`config.mk`:
```
export PLATFORM = sky130hd
export DESIGN_NAME = uart_fsm_tx
export DESIGN_NICKNAME = d
export VERILOG_FILES = /design/src/rtl/uart_pkg.sv /design/src/rtl/uart_baud_counter.sv /design/src/rtl/uart_fsm_tx.sv
export SDC_FILE = /design/constraint.sdc
export NUM_CORES = 1
export LEC_CHECK = 0
export ABC_AREA = 0
export CELL_PAD_IN_SITES_DETAIL_PLACEMENT = 1
export CELL_PAD_IN_SITES_GLOBAL_PLACEMENT = 1
export CORE_AREA = 2 2 64 66
export CTS_CLUSTER_SIZE = 12
export DETAILED_ROUTE_END_ITERATION = 10
export DIE_AREA = 0 0 66 68
export GPL_TIMING_DRIVEN = 0
export PLACE_DENSITY_LB_ADDON = 0.05
export REMOVE_ABC_BUFFERS = 1
export SETUP_SLACK_MARGIN = 0.05
export SLEW_MARGIN = 10
export SYNTH_ARGS = -nofsm -noshare
export SYNTH_HDL_FRONTEND = slang
export SYNTH_SLANG_ARGS = --single-unit
```
`constraint.sdc`:
```
create_clock -name clk -period 5.17 [get_ports clk]
set_clock_uncertainty 0.1 [all_clocks]
set_input_delay 1.034 -clock clk [delete_from_list [all_inputs] [get_ports clk]]
set_output_delay 1.034 -clock clk [all_outputs]
set_load 0.01 [all_outputs]
```
`src/rtl/uart_pkg.sv`:
```
// Shared types and constants for the UART transmitter slice.
// Holds the FSM state encoding, frame geometry, default baud constants and the parity helper.
package uart_pkg;

    localparam int DATA_BITS = 8;
    localparam int CLK_HZ    = 100_000_000;
    localparam int BAUD      = 9600;
    // Rounded to the nearest clock so the bit period error stays below half a clock.
    localparam int CLKS_PER_BIT_DEF = (CLK_HZ + (BAUD / 2)) / BAUD;

    typedef enum logic [2:0] {
        ST_IDLE   = 3'd0,
        ST_START  = 3'd1,
        ST_DATA   = 3'd2,
        ST_PARITY = 3'd3,
        ST_STOP   = 3'd4,
        ST_DONE   = 3'd5
    } uart_state_e;

    function automatic logic byte_parity(input logic [DATA_BITS-1:0] b);
        return ^b;
    endfunction

endpackage

```
`src/rtl/uart_baud_counter.sv`:
```
// Bit-period timer: counts 0..CLKS_PER_BIT-1 and flags the last clock of each bit.
// Held at zero while clear is high so the first bit after clear is a full period.
module uart_baud_counter
    import uart_pkg::*;
#(
    parameter int CLKS_PER_BIT = CLKS_PER_BIT_DEF
) (
    input  logic clk,
    input  logic rst_n,
    input  logic clear,
    output logic bit_done
);

    localparam int            CW   = (CLKS_PER_BIT > 1) ? $clog2(CLKS_PER_BIT) : 1;
    localparam logic [CW-1:0] LAST = CW'(CLKS_PER_BIT - 1);

    logic [CW-1:0] cnt_q;
    logic [CW-1:0] cnt_d;

    // Next count: clear wins, otherwise wrap on the bit boundary.
    always_comb begin
        cnt_d = cnt_q;
        if (clear) begin
            cnt_d = {CW{1'b0}};
        end else if (cnt_q == LAST) begin
            cnt_d = {CW{1'b0}};
        end else begin
            cnt_d = cnt_q + CW'(1);
        end
    end

    // Counter register.
    always_ff @(posedge clk or negedge rst_n) begin
        if (!rst_n) begin
            cnt_q <= {CW{1'b0}};
        end else begin
            cnt_q <= cnt_d;
        end
    end

    assign bit_done = (cnt_q == LAST);

endmodule

```
`src/rtl/uart_fsm_tx.sv`:
```
// UART transmitter: Moore FSM framing a latched byte as start, data LSB first, optional parity, stop.
// tx, Done and x are all flops, so the line only moves on bit boundaries.
module uart_fsm_tx
    import uart_pkg::*;
#(
    parameter int CLKS_PER_BIT = CLKS_PER_BIT_DEF,
    parameter int PARITY_EN    = 0,
    parameter int PARITY_ODD   = 0,
    parameter int STOP_BITS    = 1
) (
    input  logic       clk,
    input  logic       reset,
    input  logic [7:0] datain,
    input  logic       start,
    output logic       tx,
    output logic       Done,
    output logic       x
);

    localparam logic [2:0] LAST_DATA = 3'(DATA_BITS - 1);
    localparam logic [2:0] LAST_STOP = 3'(STOP_BITS - 1);
    localparam logic       PAR_SENSE = (PARITY_ODD != 0) ? 1'b1 : 1'b0;

    uart_state_e state_q, state_d;
    logic [7:0]  shift_q, shift_d;
    logic [2:0]  idx_q, idx_d;
    logic        parity_q, parity_d;
    logic        tx_q, tx_d;
    logic        done_q, done_d;
    logic        busy_q, busy_d;
    logic        bit_done_s;
    logic        cnt_clear_s;

    // The timer only runs while a bit is on the line.
    assign cnt_clear_s = (state_q == ST_IDLE) || (state_q == ST_DONE);

    uart_baud_counter #(
        .CLKS_PER_BIT(CLKS_PER_BIT)
    ) u_baud (
        .clk     (clk),
        .rst_n   (reset),
        .clear   (cnt_clear_s),
        .bit_done(bit_done_s)
    );

    // Next-state and next-output logic; outputs are computed for the state being entered.
    always_comb begin
        state_d  = state_q;
        shift_d  = shift_q;
        idx_d    = idx_q;
        parity_d = parity_q;
        tx_d     = tx_q;
        done_d   = 1'b0;
        busy_d   = busy_q;
        case (state_q)
            ST_IDLE: begin
                tx_d   = 1'b1;
                busy_d = 1'b0;
                if (start) begin
                    shift_d  = datain;
                    parity_d = byte_parity(datain) ^ PAR_SENSE;
                    idx_d    = 3'd0;
                    state_d  = ST_START;
                    tx_d     = 1'b0;
                    busy_d   = 1'b1;
                end else begin
                    state_d = ST_IDLE;
                end
            end
            ST_START: begin
                if (bit_done_s) begin
                    state_d = ST_DATA;
                    idx_d   = 3'd0;
                    tx_d    = shift_q[0];
                end else begin
                    state_d = ST_START;
                end
            end
            ST_DATA: begin
                if (bit_done_s) begin
                    if (idx_q == LAST_DATA) begin
                        idx_d = 3'd0;
                        if (PARITY_EN != 0) begin
                            state_d = ST_PARITY;
                            tx_d    = parity_q;
                        end else begin
                            state_d = ST_STOP;
                            tx_d    = 1'b1;
                        end
                    end else begin
                        idx_d   = idx_q + 3'd1;
                        shift_d = {1'b0, shift_q[7:1]};
                        tx_d    = shift_q[1];
                    end
                end else begin
                    state_d = ST_DATA;
                end
            end
            ST_PARITY: begin
                if (bit_done_s) begin
                    state_d = ST_STOP;
                    idx_d   = 3'd0;
                    tx_d    = 1'b1;
                end else begin
                    state_d = ST_PARITY;
                end
            end
            ST_STOP: begin
                // idx counts stop bits here.
                if (bit_done_s) begin
                    if (idx_q == LAST_STOP) begin
                        state_d = ST_DONE;
                        idx_d   = 3'd0;
                        done_d  = 1'b1;
                    end else begin
                        idx_d = idx_q + 3'd1;
                    end
                end else begin
                    state_d = ST_STOP;
                end
                tx_d = 1'b1;
            end
            ST_DONE: begin
                state_d = ST_IDLE;
                tx_d    = 1'b1;
                busy_d  = 1'b0;
            end
            default: begin
                state_d = ST_IDLE;
                tx_d    = 1'b1;
                busy_d  = 1'b0;
            end
        endcase
    end

    // State, datapath and registered outputs.
    always_ff @(posedge clk or negedge reset) begin
        if (!reset) begin
            state_q  <= ST_IDLE;
            shift_q  <= 8'h00;
            idx_q    <= 3'd0;
            parity_q <= 1'b0;
            tx_q     <= 1'b1;
            done_q   <= 1'b0;
            busy_q   <= 1'b0;
        end else begin
            state_q  <= state_d;
            shift_q  <= shift_d;
            idx_q    <= idx_d;
            parity_q <= parity_d;
            tx_q     <= tx_d;
            done_q   <= done_d;
            busy_q   <= busy_d;
        end
    end

    assign tx   = tx_q;
    assign Done = done_q;
    assign x    = busy_q;

endmodule

```
# --- Yosys cells after proc, flatten, opt, wreduce, memory -nomap -nowiden ---
# Cells that the tools add are included.
# Widths: inputs -> output; s select.
totals:
  word_cells: 68
  output_inout_bits: 3
  inputBits: 11
  regBits: 31
classes:
  addsub: 2
  mux: 32
  eq_ne: 16
  n_reduce_logical: 11
op_table:
  columns: ["op", "count"]
  rows:
  - ["$mux 3", 11]
  - ["$mux 14", 2]
  - ["$mux 8", 3]
  - ["$pmux 8 s2", 1]
  - ["$pmux 3 s5", 1]
  - ["$add 14x1->14 const B", 1]
  - ["$eq 14x14->1 const B", 1]
  - ["$ne 2x2->1 const B", 6]
  - ["$pmux 3 s4", 1]
  - ["$mux 1", 10]
  - ["$eq 3x3->1 const B", 3]
  - ["$eq 3x2->1 const B", 2]
  - ["$logic_not 3->1", 2]
  - ["$ne 3x3->1 const B", 2]
  - ["$reduce_and 5->1", 1]
  - ["$pmux 1 s4", 1]
  - ["$reduce_and 4->1", 1]
  - ["$reduce_bool 4->1", 1]
  - ["$reduce_or 4->1", 1]
  - ["$add 3x1->3 const B", 1]
  - ["$eq 3x1->1 const B", 1]
  - ["$reduce_and 3->1", 1]
  - ["$mux 2", 1]
  - ["$ne 2x1->1 const B", 1]
  - ["other kinds (5)", 5]

# --- Longest topological paths before layout ---
logic_depth:
  depth_word: 4
  depth_mapped: 7

# --- By module ---
# Synthesis repeated with hierarchy kept, for this count alone.
hier_totals:
  hier_cells: 168
  area_unflattened_um2: 1671.6
by_module_without_submodules:
  columns: ["mod", "area_each_um2", "cells_per_inst", "instances"]
  rows:
  - ["uart_fsm_tx", 940.9, 96, 1]
  - ["uart_baud_counter", 730.7, 72, 1]

# --- Worst setup path after synthesis ---
# Ideal clock, no wire load.
synth_timing:
  path_kind: "input -> register"
  from: "input port start"
  to: "register shift_q[7]"
  setup_ns: 0.126
  path_buffers: 1
  path_slack_ns: 3.087
  cell_stages: 5
  arrival_ns: 1.857
  path_cell_list: "nand2b_1 a211o_1 o21ba_1 buf_4 o21ai_0"
synth_via:
  elab_chain_cells: 2
synth_lines:
  columns: ["element", "line", "source"]
  rows:
  - ["start: declaration", "uart_fsm_tx.sv:14", "input logic start,"]
  - ["$ne 2x2->1 (no line)", null, null]
  - ["$reduce_and 4->1 (no line)", null, null]
  - ["end signal: assignment", "uart_fsm_tx.sv:148", "shift_q <= shift_d;"]
  - ["end: declaration", "uart_fsm_tx.sv:25", "logic [7:0] shift_q, shift_d;"]
# No other way between the ends.
# A chain may end at the register's enable or synchronous reset.

# --- Worst setup path in the final report ---
layout_timing:
  from: "input port start"
  to: "register shift_q[0]"
# Same word-level chain as after synthesis.

==> run metrics <==
status=completed; CP required=5.29 ns; Synth top area share=44.3%; Slew headroom=34.5%; Syn Area/Cell=9.30 um2; vias per cell=5.47; Hold Crit Endpoint=tx; Crit-path slowest cell=clkdlybuf4s50_1; fin cells=244; CTS Buffer Depth=2; number of global-route vias before repair=1398; Leakage Power=0.000830 uW; RR Endpoint=u_baud.cnt_q[2]; Ports=14; min-delay src=tx; HPWL Detailed=2690 um; pin count of the biggest net entering global routing=32; commonest cells after routing, fill and taps aside=nor2_1, dfrtp_1, clkdlybuf4s50_1, xnor2_1; CTS tree=built; total number of vias=1335; Area after DPL=0.00183 mm2; number of diodes=0; Worst R2R Start=u_baud.cnt_q[6]; Hold Buf Count CTS=0; sequential area share after synthesis=45.9%; maximum VDD drop=0.000185 V; share of cells above drive strength 1=7.22%; cells along the critical path=clkdlybuf4s50_1 -> nand2b_1 -> a211o_1 -> o21ba_1 -> o22a_1; CP Class=in2reg; Max Cap Viol=0; # Post-CTS Setup Buffers=0; grt total ovfl=0; Post-route DRC=0; Critical Path Start Type=input pin; fin crit period=2.56 ns; area leader, netlist=dfrtp_1; commonest non-fill, non-tap cell in the layout=nor2_1; Die Ht=68 um; WHS Path Cells=2; Crit path buffers/inverters=1; Detailed Route WL=3760 um; R2R depth=4; DIE AREA=0.00449 mm2; Final Hold Viols=0; Antenna Violating Nets Remaining=0; Worst-Skew Late Latency=0.28 ns; layout net count=210; CTS resizes=0; Total GRT Usage=19.2%; fin. max-slew vios=0; maximum fanout along the worst path=8; initial antenna violation count=0; Synth Register Bits=31; Post-Syn Area=0.00169 mm2; wire per inst=15.4 um; Initial Util=43.9%; power per cell area=332 mW/mm2; RSZ-0062 raised after global routing=no; crit-path max cell delay=0.50 ns; Arr. time, crit path=2.69 ns; Unique masters post-synth=42; Synth warnings=0; 1st-pass router iterations=4; Synth area leaders=dfrtp_1, nor2_1, xnor2_1; # rows=23; Fmax=0.390 GHz; utilization after layout=49.7%; FF/Latch Area=777 um2; total power=637 uW; final instance area=0.00192 mm2; critical path endpoint category=register; P&R area growth vs syn=13.3%; Die Span X=66 um; Multi-input gate area=828 um2; Post-Place Cells=237; Fin Setup TNS=0 ns; worst min-delay path class=reg2reg; CTS root buffer=clkbuf_8; r2r setup slk=2.62 ns; routability congestion estimate=0.744; Port Buffers=13; H-tree level count=2; Crit path max-delay family=compound AO/OA/AOI/OAI gates; Syn Inst Count=182; FILL cells=473; Worst Tran Pin Value=0.980 ns; count of final setup violators=0; part of the cycle the worst path needs=49.6%; clock slew at reported path FFs=0.06 ns; TritonCTS buffer count=5; CORE AREA=0.00386 mm2; clock sink count=31; global-route wire length before repair=6440 um; Initial DRC Count=59
layout make-up:
class | instances | share of cell area (%)
clock buffers | 6 | 4.31
clock inverters | 1 | 0.261
inverters | 10 | 1.96
multi-input cells | 133 | 43.2
flip-flops and latches | 31 | 40.5
well taps | 50 | 3.26
repair buffers | 13 | 6.52
cells by family after synthesis:
logic type / count (synthesis) / share of synthesized area [%]
XOR/XNOR: 13 / 6.73
multiplexers: 3 / 1.77
flip-flops: 31 / 45.9
AO/OA/AOI/OAI: 29 / 12.3
adder cells (fa/ha/maj): 5 / 3.70
buffers and inverters: 18 / 5.17
AND/OR/NAND/NOR: 83 / 24.4
routing by layer:
metal	wire length (um)	GRT usage (%)	vias to the layer above
met5	0	0	-
met4	54	6.38	0
met3	111	5.43	5
met2	1890	33.7	16
met1	1710	22.8	670
li1	-	-	644
report_power, final:
group	total (uW)	leakage, uW	internal [uW]	switching, uW
registers	323	0.000393	287	35.9
clock network	195	0.0000470	104	90.6
logic	120	0.000390	61.4	58.3
total	637	0.000830	452	185
synthesized netlist by cell type:
library cell / number
nor2_1: 39
dfrtp_1: 30
xnor2_1: 11
inv_1: 10
nand2_1: 10
nand3_1: 8
o22a_1: 7
a21oi_1: 6
ha_1: 5
nand2b_1: 4
nor3_1: 4
nor4_1: 4
o21ai_0: 4
clkbuf_1: 3
mux2i_1: 3
and3_1: 2
buf_6: 2
nor2b_1: 2
o211ai_1: 2
o22ai_1: 2
or3_1: 2
xor2_1: 2
a211o_1: 1
a21o_1: 1
a22o_1: 1
a311oi_1: 1
a31oi_1: 1
buf_1: 1
buf_2: 1
buf_4: 1
dfstp_2: 1
nand3b_1: 1
nand4_1: 1
nor3b_1: 1
nor4_4: 1
o21ba_1: 1
o21bai_2: 1
o2bb2ai_1: 1
or2_2: 1
or3b_2: 1
or4b_1: 1
or4b_4: 1
worst max-delay path by stage:
stage,from,end,slack (ns),depth (start not counted)
final,start,shift_q[0],2.61,5
after global routing,u_baud.cnt_q[6],u_baud.cnt_q[4],2.39,4
after CTS,u_baud.cnt_q[6],u_baud.cnt_q[6],2.55,4
after detailed placement,start,shift_q[0],2.30,5
after global placement,start,shift_q[1],2.35,5
after floorplan,u_baud.cnt_q[10],u_baud.cnt_q[10],3.02,4
state kept, by name (all words and copies together), names as in the netlist:
| register | flops |
|---|---|
| u_baud.cnt_q | 14 |
| shift_q | 8 |
| idx_q | 3 |
| state_q | 3 |
| Done | 1 |
| tx | 1 |
| x | 1 |
through the flow:
stage,hold WS (ns),setup slack [ns]
6_report,0.419,2.61
5_1_grt,0.441,2.39
4_1_cts,0.420,2.55
3_5_place_dp,0.406,2.30
3_3_place_gp,0.395,2.35
2_1_floorplan,0.375,3.02
worst register-to-register path: cells and delay by family, from the launching register on:
| kind | cells | cell delay, ns |
|---|---|---|
| flops | 1 | 0.44 |
| simple gates | 3 | 1.45 |
| compound gates | 1 | 0.42 |
Note: power is estimated with default switching activity, not from simulation.
